**src/rtl/tank_blitter_if.sv**
```systemverilog
// Framebuffer write port of the tank blitter: write valid/address/data with a ready back-pressure.
interface tank_blitter_if #(
    parameter int FB_ADDR_BITS = 19,
    parameter int COLOR_BITS   = 8
);
    logic                    fb_we;
    logic [FB_ADDR_BITS-1:0] fb_addr;
    logic [COLOR_BITS-1:0]   fb_data;
    logic                    fb_ready;

    modport master (output fb_we, output fb_addr, output fb_data, input fb_ready);
    modport slave  (input fb_we, input fb_addr, input fb_data, output fb_ready);
endinterface

```
**src/rtl/tank_blitter.sv**
```systemverilog
// Walks a 16x16 tank glyph and writes every visible set pixel to the framebuffer.
// Optional macro TANK_BLITTER_ERASE_EN adds an erase input that forces written data to zero.
module tank_blitter #(
    parameter int SCREEN_W     = 640,
    parameter int SCREEN_H     = 480,
    parameter int FB_ADDR_BITS = 19,
    parameter int COLOR_BITS   = 8
) (
    input  logic                  clk,
    input  logic                  reset,
    input  logic                  start,
    input  logic [9:0]            tank_x,
    input  logic [8:0]            tank_y,
    input  logic                  tank_direction,
    input  logic                  tank_y_flip,
    input  logic [COLOR_BITS-1:0] color,
`ifdef TANK_BLITTER_ERASE_EN
    input  logic                  erase,
`endif
    output logic [3:0]            glyph_x,
    output logic [3:0]            glyph_y,
    output logic                  glyph_direction,
    output logic                  glyph_y_flip,
    input  logic                  glyph_pixel,
    tank_blitter_if.master        fb,
    output logic                  busy,
    output logic                  done
);

    typedef enum logic [1:0] {S_IDLE, S_FETCH, S_WRITE, S_FIN} state_t;

    localparam logic [31:0] LP_W = SCREEN_W;
    localparam logic [31:0] LP_H = SCREEN_H;

    state_t                  r_state;
    state_t                  w_next;
    logic [9:0]              r_tank_x;
    logic [8:0]              r_tank_y;
    logic                    r_dir;
    logic                    r_flip;
    logic [COLOR_BITS-1:0]   r_color;
    logic                    r_erase;
    logic [3:0]              r_gx;
    logic [3:0]              r_gy;
    logic [FB_ADDR_BITS-1:0] r_addr;
    logic [COLOR_BITS-1:0]   r_data;

    logic [10:0] w_px;
    logic [9:0]  w_py;
    logic        w_hit;
    logic        w_last;
    logic        w_advance;
    logic        w_erase_in;

`ifdef TANK_BLITTER_ERASE_EN
    assign w_erase_in = erase;
`else
    assign w_erase_in = 1'b0;
`endif

    // Screen position of the current glyph pixel; no wrap, clipped below.
    assign w_px      = {1'b0, r_tank_x} + {7'b0, r_gx};
    assign w_py      = {1'b0, r_tank_y} + {6'b0, r_gy};
    assign w_hit     = glyph_pixel && (32'(w_px) < LP_W) && (32'(w_py) < LP_H);
    assign w_last    = (r_gx == 4'hF) && (r_gy == 4'hF);
    assign w_advance = ((r_state == S_FETCH) && !w_hit) ||
                       ((r_state == S_WRITE) && fb.fb_ready);

    always_ff @(posedge clk) begin
        if (reset) r_state <= S_IDLE;
        else       r_state <= w_next;
    end

    always_comb begin
        w_next = r_state;
        case (r_state)
            S_IDLE:  if (start) w_next = S_FETCH;
            S_FETCH: if (w_hit) w_next = S_WRITE;
                     else if (w_last) w_next = S_FIN;
            S_WRITE: if (fb.fb_ready) w_next = w_last ? S_FIN : S_FETCH;
            S_FIN:   w_next = S_IDLE;
            default: w_next = S_IDLE;
        endcase
    end

    always_ff @(posedge clk) begin
        if (reset) begin
            r_tank_x <= '0;
            r_tank_y <= '0;
            r_dir    <= 1'b0;
            r_flip   <= 1'b0;
            r_color  <= '0;
            r_erase  <= 1'b0;
            r_gx     <= '0;
            r_gy     <= '0;
            r_addr   <= '0;
            r_data   <= '0;
        end else begin
            if ((r_state == S_IDLE) && start) begin
                r_tank_x <= tank_x;
                r_tank_y <= tank_y;
                r_dir    <= tank_direction;
                r_flip   <= tank_y_flip;
                r_color  <= color;
                r_erase  <= w_erase_in;
                r_gx     <= '0;
                r_gy     <= '0;
            end
            // Row-major walk; the 8-bit carry naturally wraps back to (0,0) after (15,15).
            if (w_advance) {r_gy, r_gx} <= {r_gy, r_gx} + 8'd1;
            if ((r_state == S_FETCH) && w_hit) begin
                r_addr <= FB_ADDR_BITS'(32'(w_py) * LP_W + 32'(w_px));
                r_data <= r_erase ? '0 : r_color;
            end
        end
    end

    always_comb begin
        busy  = (r_state == S_FETCH) || (r_state == S_WRITE);
        done  = (r_state == S_FIN);
        fb.fb_we = (r_state == S_WRITE);
    end

    assign fb.fb_addr      = r_addr;
    assign fb.fb_data      = r_data;
    assign glyph_x         = r_gx;
    assign glyph_y         = r_gy;
    assign glyph_direction = r_dir;
    assign glyph_y_flip    = r_flip;

endmodule

```
**src/flat_wrapper.sv**
```systemverilog
// flat-port wrapper written by rule: the top's interface ports become plain ports
module tank_blitter_flat 
#(
    parameter int SCREEN_W     = 640,
    parameter int SCREEN_H     = 480,
    parameter int FB_ADDR_BITS = 19,
    parameter int COLOR_BITS   = 8
)
  (clk, reset, start, tank_x, tank_y, tank_direction, tank_y_flip, color, glyph_x, glyph_y, glyph_direction, glyph_y_flip, glyph_pixel, busy, done, fb_fb_we, fb_fb_addr, fb_fb_data, fb_fb_ready);
  tank_blitter_if #(.FB_ADDR_BITS(FB_ADDR_BITS), .COLOR_BITS(COLOR_BITS)) fb_i ();
  input  logic clk;
  input  logic reset;
  input  logic start;
  input  logic [9:0] tank_x;
  input  logic [8:0] tank_y;
  input  logic tank_direction;
  input  logic tank_y_flip;
  input  logic [COLOR_BITS-1:0] color;
  output logic [3:0] glyph_x;
  output logic [3:0] glyph_y;
  output logic glyph_direction;
  output logic glyph_y_flip;
  input  logic glyph_pixel;
  output logic busy;
  output logic done;
  output wire logic [$bits(fb_i.fb_we)-1:0] fb_fb_we;
  output wire logic [$bits(fb_i.fb_addr)-1:0] fb_fb_addr;
  output wire logic [$bits(fb_i.fb_data)-1:0] fb_fb_data;
  input wire logic [$bits(fb_i.fb_ready)-1:0] fb_fb_ready;
  assign fb_fb_we = fb_i.fb_we;
  assign fb_fb_addr = fb_i.fb_addr;
  assign fb_fb_data = fb_i.fb_data;
  assign fb_i.fb_ready = fb_fb_ready;
  tank_blitter #(.SCREEN_W(SCREEN_W), .SCREEN_H(SCREEN_H), .FB_ADDR_BITS(FB_ADDR_BITS), .COLOR_BITS(COLOR_BITS)) u_core (.clk(clk), .reset(reset), .start(start), .tank_x(tank_x), .tank_y(tank_y), .tank_direction(tank_direction), .tank_y_flip(tank_y_flip), .color(color), .glyph_x(glyph_x), .glyph_y(glyph_y), .glyph_direction(glyph_direction), .glyph_y_flip(glyph_y_flip), .glyph_pixel(glyph_pixel), .fb(fb_i), .busy(busy), .done(done));
endmodule
```
**config.mk**
```make
export PLATFORM = sky130hd
export DESIGN_NAME = tank_blitter_flat
export DESIGN_NICKNAME = d
export VERILOG_FILES = /design/src/rtl/tank_blitter_if.sv /design/src/rtl/tank_blitter.sv /design/src/flat_wrapper.sv
export SDC_FILE = /design/constraint.sdc
export NUM_CORES = 1
export LEC_CHECK = 0
export CAP_MARGIN = 5
export CORE_MARGIN = 3
export CORE_UTILIZATION = 55
export CTS_BUF_LIST = sky130_fd_sc_hd__clkbuf_4
export DETAILED_ROUTE_END_ITERATION = 10
export GPL_ROUTABILITY_DRIVEN = 0
export PLACE_DENSITY = 0.86
export REMOVE_ABC_BUFFERS = 1
export SLEW_MARGIN = 15
export SYNTH_ARGS = -nofsm -noshare
export SYNTH_HDL_FRONTEND = slang
export SYNTH_SLANG_ARGS = --single-unit
```
**constraint.sdc**
```tcl
create_clock -name clk -period 5.4 [get_ports clk]
set_input_delay 1.08 -clock clk [delete_from_list [all_inputs] [get_ports clk]]
set_output_delay 1.08 -clock clk [all_outputs]
set_load 0.1 [all_outputs]
```
==> impl_metrics.json, run 1 <==
{
  "layout_common_cells": "74 x nand2_1, 72 x clkdlybuf4s50_1, 66 x dfxtp_1, 44 x nor2_1, 37 x a21oi_1",
  "outcome": "completed",
  "cp_num_cells": 16,
  "fp.dieW_um": 91.5,
  "grt_pass1_wl_um": 14800,
  "worst_clock_skew_ns": 0.0129,
  "routed_wl_um": 8820,
  "rows": 30,
  "dr.pass1.iters": 4,
  "relSlewSlack_pct": 32.1,
  "tritoncts": "yes",
  "rrSetupSlack_ns": 1.13,
  "placed_cell_area_mm2": 0.00479,
  "drv_cap": 0,
  "clk_latency_ns": 0.43,
  "grt_usage_pct": 21.4,
  "postCtsSetupRepairBufs": 0,
  "worst_pin_slew_ns": 1.02,
  "fin_crit_ns": 4.27,
  "synth_cell_type_count": 56,
  "drtIter0Drc": 189,
  "setup_violations": 0,
  "numCtsBuffers": 9,
  "synth_edf_count": 0,
  "cp_max_fo": 7,
  "cts-root-buf": "clkbuf_4",
  "critPathArrivalTime_ns": 4.57,
  "fmax_mhz": 234,
  "cts_hold_buf": 0,
  "drive_gt1_share_pct": 7.99,
  "path_clk_slew_ns": 0.13,
  "critPathMostFrequentCell": "ha_1",
  "post-place-cells": 618,
  "coreArea_mm2": 0.00694,
  "cp-startpoint": "u_core.glyph_y[0]",
  "initial_core_util_pct": 57.9,
  "cp_top_family": "adder cells",
  "ir_drop_mv": 0.449,
  "ios": 74,
  "via_count": 3522,
  "ys_warn_count": 0,
  "register_area_mm2": 0.00132,
  "netlist_area_mm2": 0.00402,
  "chipHeight_um": 91.5,
  "num-nets-final": 601,
  "power.density_mw_per_mm2": 363,
  "grt-ovfl-total": 0,
  "final_cells": 634,
  "timing.rr.start": "u_core.glyph_y[0]",
  "worstPathCellList": "ha_1, inv_1, fa_1, nand2b_1, a211oi_1, xnor2_1, inv_1, ha_1, ha_1, o21ai_0, o21ai_0, a211oi_1, nand4_1, nor4b_1, xnor2_1, o22ai_1",
  "stdcell_area_mm2": 0.00492,
  "clock_sinks": 66,
  "rsz0062_at_grt": "no",
  "end_kind": "register",
  "timing.rr.end": "u_core.fb.fb_addr[18]",
  "clock_path_buffers": 2,
  "grt_pass1_vias": 3473,
  "via_per_inst": 5.56,
  "worst-path-buf-inv": 2,
  "port_buffers": 73,
  "fin_util_pct": 70.8,
  "layout_commonest_cell": "nand2_1",
  "nFillCells": 529,
  "synth-seq-cells": 66,
  "grt_max_degree": 40,
  "leakagePower_nw": 1.99,
  "cp-endpoint": "u_core.fb.fb_addr[18]",
  "diodes": 0,
  "hpwl_um": 6490,
  "critical_path_class": "reg -> reg",
  "crit_slowest_cell": "dfxtp_1",
  "ff2ff_path_depth": 16,
  "syn2layout_area_growth_pct": 22.2,
  "synth_ff_type": "dfxtp_1",
  "worst_ep_required_time_ns": 5.70,
  "start_kind": "register",
  "ant_nets": 0,
  "ys_seq_area_share_pct": 32.9,
  "hp-class": "reg -> reg",
  "hold_violations": 0,
  "synthArstFlopShare_pct": 0,
  "min_period_over_period_pct": 79.1,
  "antenna_found_initial": 0,
  "wl_per_cell_um": 13.9,
  "multi_input_area_mm2": 0.00253,
  "drc": 0,
  "crit_path_max_incr_delay_ns": 0.45,
  "fin_tns_setup_ns": 0,
  "syn-mean-instance-area_um2": 8.65,
  "h-tree-depth": 3,
  "dieArea_mm2": 0.00837,
  "slew_violations": 0,
  "cts-resized-gates": 0,
  "syn_inst": 465
}
[cells by family (layout without fill, tap and decap cells)]
group | count (synthesis) | in the layout | share of synthesized area (%)
adder cells (fa/ha/maj) | 35 | 35 | 11.6
flip-flops | 66 | 66 | 32.9
AO/OA/AOI/OAI | 103 | 103 | 18.9
buffers and inverters | 39 | 112 | 4.32
XOR/XNOR | 30 | 30 | 6.88
AND/OR/NAND/NOR | 170 | 170 | 19.9
multiplexers | 22 | 22 | 5.54
[synth_stat cells, drive strengths merged (6+ instances only)]
library cell,number,area (um2)
nand2,74,278
dfxtp,66,1320
nor2,44,165
a21oi,37,185
ha,30,375
a211oi,24,220
inv,21,78.8
mux2i,20,200
xnor2,20,175
a21o,12,93.8
buf,9,61.3
clkbuf,9,33.8
xor2,9,78.8
nand2b,8,50.1
nand3,8,40.0
o21ai,8,40.0
nor2b,6,37.5
[how the worst min path moves through the flow]
| stage | start | to | slack (ns) | depth (start not counted) |
|---|---|---|---|---|
| floorplan | u_core.r_color[0] | u_core.r_color[0] | 0.43 | 2 |
| global placement | u_core.r_color[1] | u_core.r_color[1] | 0.44 | 2 |
| detailed placement | u_core.r_color[4] | u_core.r_color[4] | 0.45 | 2 |
| CTS | u_core.r_color[4] | u_core.r_color[4] | 0.46 | 2 |
| global route | u_core.r_color[7] | u_core.r_color[7] | 0.50 | 2 |
| finish | u_core.r_color[0] | u_core.r_color[0] | 0.46 | 2 |
[final cells by class]
| class | instances | area share [%] |
|---|---|---|
| clock buffer | 9 | 1.37 |
| clock inverter | 7 | 1.22 |
| inverter | 21 | 1.60 |
| multi-input combinational | 360 | 51.4 |
| sequential | 66 | 26.9 |
| tap | 96 | 2.44 |
| timing repair buffer | 75 | 15.1 |
[stage by stage]
stage / hold slack [ns] / power [W] / setup WS, ns
final: 0.464 / 0.00179 / 1.13
after global routing: 0.496 / 0.00189 / 0.839
after CTS: 0.464 / 0.00179 / 1.16
after detailed placement: 0.446 / 0.00149 / 1.17
after global placement: 0.442 / 0.00147 / 1.34
after floorplan: 0.430 / 0.00129 / 0.761
[worst reg2reg max path, cell delays in order, from the launching register on]
cell	delay (ns)
dfxtp_1	0.45
ha_1	0.23
inv_1	0.06
fa_1	0.39
nand2b_1	0.20
a211oi_1	0.27
xnor2_1	0.26
inv_1	0.09
ha_1	0.30
ha_1	0.35
o21ai_0	0.14
o21ai_0	0.17
a211oi_1	0.41
nand4_1	0.21
nor4b_1	0.34
xnor2_1	0.17
o22ai_1	0.11
[routing by layer]
metal	GRT usage (%)	wire (um)	vias up
met4	6.03	119	0
met2	38.3	4400	84
li1	-	-	1760
met3	6.38	503	13
met5	0	0	-
met1	24.6	3800	1665
[sequential cells by signal, summed over array words and instances, names as in the netlist]
name and flops:
u_core.glyph_y_flip 1, u_core.r_color 8, u_core.glyph_direction 1, u_core.r_tank_x 10, u_core.glyph_y 4, u_core.fb.fb_data 8
u_core.fb.fb_addr 19, u_core.glyph_x 4, u_core.r_tank_y 9, u_core.r_state 2
[power by group]
part	internal [W]	switching [W]
registers	0.000558	0.0000604
clock network	0.000101	0.000205
logic	0.000281	0.000581
total	0.000940	0.000846
Note: power is estimated with default switching activity, not from simulation.
==> run 2: changes to the inputs <==
--- a/config.mk
+++ b/config.mk
@@ -7,11 +7,11 @@
 export LEC_CHECK = 0
 export CAP_MARGIN = 5
 export CORE_MARGIN = 3
-export CORE_UTILIZATION = 55
+export CORE_UTILIZATION = 49
 export CTS_BUF_LIST = sky130_fd_sc_hd__clkbuf_4
 export DETAILED_ROUTE_END_ITERATION = 10
 export GPL_ROUTABILITY_DRIVEN = 0
-export PLACE_DENSITY = 0.86
+export PLACE_DENSITY = 0.81
 export REMOVE_ABC_BUFFERS = 1
 export SLEW_MARGIN = 15
 export SYNTH_ARGS = -nofsm -noshare
==> constraint.sdc (replaced) <==
create_clock -name clk -period 3.5 [get_ports clk]
set_input_delay 0.7 -clock clk [delete_from_list [all_inputs] [get_ports clk]]
set_output_delay 0.7 -clock clk [all_outputs]
set_load 0.1 [all_outputs]
==> run 2 against run 1 <==
  * The flow now finishes with violations (negative setup slack)
  * Final cell count increased by 9.3%
  * Setup slack got worse by 1.1 ns
  * Count of clock-buffer cells in the layout unchanged
  * Non-clock buffer count increased by 55
  * Clock skew increased by 0.0041 ns
  * Critical path type unchanged
  * Highest routed layer unchanged
==> impl_metrics.json, run 2 (same netlist as run 1, synthesis figures left out) <==
{
  "via_per_inst": 5.46,
  "tritoncts": "yes",
  "worst_pin_slew_ns": 1.06,
  "grt-ovfl-total": 0,
  "crit_path_max_incr_delay_ns": 0.46,
  "fin_crit_ns": 3.51,
  "cts_hold_buf": 0,
  "coreArea_mm2": 0.00785,
  "outcome": "finished, violations left",
  "rsz0062_at_grt": "yes",
  "hp-class": "reg -> reg",
  "critical_path_class": "reg -> reg",
  "cp_top_family": "adder cells",
  "pre_cts_ws_ns": -0.304,
  "min_period_over_period_pct": 100,
  "worst_clock_skew_ns": 0.0170,
  "drive_gt1_share_pct": 27.2,
  "worst_ep_required_time_ns": 3.80,
  "rows": 32,
  "leakagePower_nw": 2.36,
  "slew_violations": 0,
  "fin_ws_ns": -0.0129,
  "hold_violations": 0,
  "fmax_mhz": 285,
  "routed_wl_um": 10900,
  "fp.dieW_um": 96.6,
  "critPathArrivalTime_ns": 3.81,
  "initial_core_util_pct": 51.2,
  "port_buffers": 73,
  "timing.rr.start": "u_core.glyph_y[1]",
  "hold_depth": 2,
  "path_clk_slew_ns": 0.11,
  "cp_max_fo": 3,
  "diodes": 0,
  "clk_latency_ns": 0.42,
  "hpwl_um": 7270,
  "worst-path-buf-inv": 1,
  "grt_usage_pct": 22.8,
  "drc": 0,
  "critPathMostFrequentCell": "fa_2",
  "hold_path.startpoint": "u_core.r_color[4]",
  "violations": "negative setup slack",
  "antenna_found_initial": 0,
  "setup_violations": 1,
  "stdcell_area_mm2": 0.00570,
  "rrSetupSlack_ns": -0.01,
  "layout_common_cells": "74 x nand2_1, 66 x buf_4, 61 x clkdlybuf4s50_1, 61 x dfxtp_1, 41 x nor2_1",
  "grt_pass1_vias": 3727,
  "via_count": 3785,
  "finalPower_w": 0.00304,
  "ios": 74,
  "power.density_mw_per_mm2": 534,
  "placed_cell_area_mm2": 0.00514,
  "ant_nets": 0,
  "ff2ff_path_depth": 14,
  "chipHeight_um": 96.6,
  "largest_register_ffs": 19,
  "drv_cap": 0,
  "drtIter0Drc": 164,
  "fin_util_pct": 72.6,
  "relSlewSlack_pct": 29.5,
  "timing.rr.end": "u_core.fb.fb_addr[18]",
  "start_kind": "register",
  "layout_commonest_cell": "nand2_1",
  "ir_drop_mv": 0.872,
  "syn2layout_area_growth_pct": 41.7,
  "wl_per_cell_um": 15.8,
  "cts-root-buf": "clkbuf_4",
  "fin_tns_setup_ns": -0.0129,
  "crit_slowest_cell": "fa_2",
  "grt_max_degree": 36,
  "worstPathCellList": "inv_1, fa_2, nand2b_4, a21oi_4, xnor2_2, ha_4, fa_2, a211oi_4, o21bai_1, a21oi_2, xor2_2, nor4b_2, xnor2_1, o22ai_1",
  "dr.pass1.iters": 4,
  "num-nets-final": 656,
  "clock_path_buffers": 2,
  "end_kind": "register",
  "numCtsBuffers": 9,
  "dieArea_mm2": 0.00933,
  "grt_pass1_wl_um": 16600,
  "holdPathEnd": "u_core.r_color[4]",
  "h-tree-depth": 3,
  "clock_sinks": 66
}
[run 2: cell count changes in the layout (fill, tap and decap cells not counted), moves of 5 or more]
| cell | previous run | this run |
|---|---|---|
| buf_4 | 2 | 66 |
| ha_1 | 30 | 18 |
| clkdlybuf4s50_1 | 72 | 61 |
| ha_4 | 0 | 11 |
| a211oi_1 | 16 | 8 |
| a211oi_2 | 8 | 14 |
| dfxtp_1 | 66 | 61 |
| dfxtp_2 | 0 | 5 |
| o21ai_0 | 8 | 3 |
| xnor2_1 | 20 | 15 |
| xnor2_2 | 0 | 5 |
[run 2: worst max-delay path by stage]
stage	start	end	cells after the start
floorplan	u_core.glyph_y[0]	u_core.fb.fb_addr[18]	16
global placement	u_core.glyph_y[0]	u_core.fb.fb_addr[18]	15
detailed placement	u_core.glyph_y[0]	u_core.fb.fb_addr[18]	15
CTS	u_core.glyph_y[0]	u_core.fb.fb_addr[16]	17
global route	u_core.glyph_y[1]	u_core.fb.fb_addr[18]	14
finish	u_core.glyph_y[1]	u_core.fb.fb_addr[18]	14
[run 2: worst register-to-register path, delay by kind of cell, from the launching register on]
family / cells / cell delay, ns
AO/OA/AOI/OAI: 5 / 0.88
flip-flops: 1 / 0.40
AND/OR/NAND/NOR: 2 / 0.47
adder cells (fa/ha/maj): 3 / 1.12
buffers and inverters: 1 / 0.10
XOR/XNOR: 3 / 0.45
[run 2: layer usage]
metal	track usage (%)	wire length, um
met5	0	0
met1	25.2	4430
met3	5.65	446
met2	42.3	5850
met4	7.59	201
[run 2: area by class of cell]
cell class	instances	area [um2]
inverter	21	78.8
tap	102	128
multi-input combinational	360	2890
timing repair buffer	130	1150
fill	593	2150
sequential	66	1330
clock inverter	5	57.6
clock buffer	9	67.6
[run 2: stage by stage]
| stage | instances | hold WS, ns |
|---|---|---|
| 3_3_place_gp | 670 | 0.441 |
| 6_report | 693 | 0.464 |
| 3_5_place_dp | 670 | 0.449 |
| 5_1_grt | 693 | 0.478 |
| 4_1_cts | 684 | 0.464 |
| 2_1_floorplan | 447 | 0.430 |
[run 2: what timing repair did]
action / CTS / global route
gates cloned: 0 / 0
setup endpoints to repair: 4 / 7
pin swaps: 14 / 36
buffers inserted: 0 / 9
gates resized for setup: 20 / 51
[run 2: report_power, final]
| part | leakage, nW | switching, W | internal [W] |
|---|---|---|---|
| clock | 0.0615 | 0.000271 | 0.000209 |
| combinational | 1.76 | 0.00101 | 0.000593 |
| sequential | 0.540 | 0.0000975 | 0.000862 |
| total | 2.36 | 0.00138 | 0.00166 |
==> run 3: changes to the inputs <==
--- a/config.mk
+++ b/config.mk
@@ -10,7 +10,6 @@
 export CORE_UTILIZATION = 49
 export CTS_BUF_LIST = sky130_fd_sc_hd__clkbuf_4
 export DETAILED_ROUTE_END_ITERATION = 10
-export GPL_ROUTABILITY_DRIVEN = 0
 export PLACE_DENSITY = 0.81
 export REMOVE_ABC_BUFFERS = 1
 export SLEW_MARGIN = 15
==> results of run 3 <==
No change in the layout: final DEF, timing and power equal those of run 2.
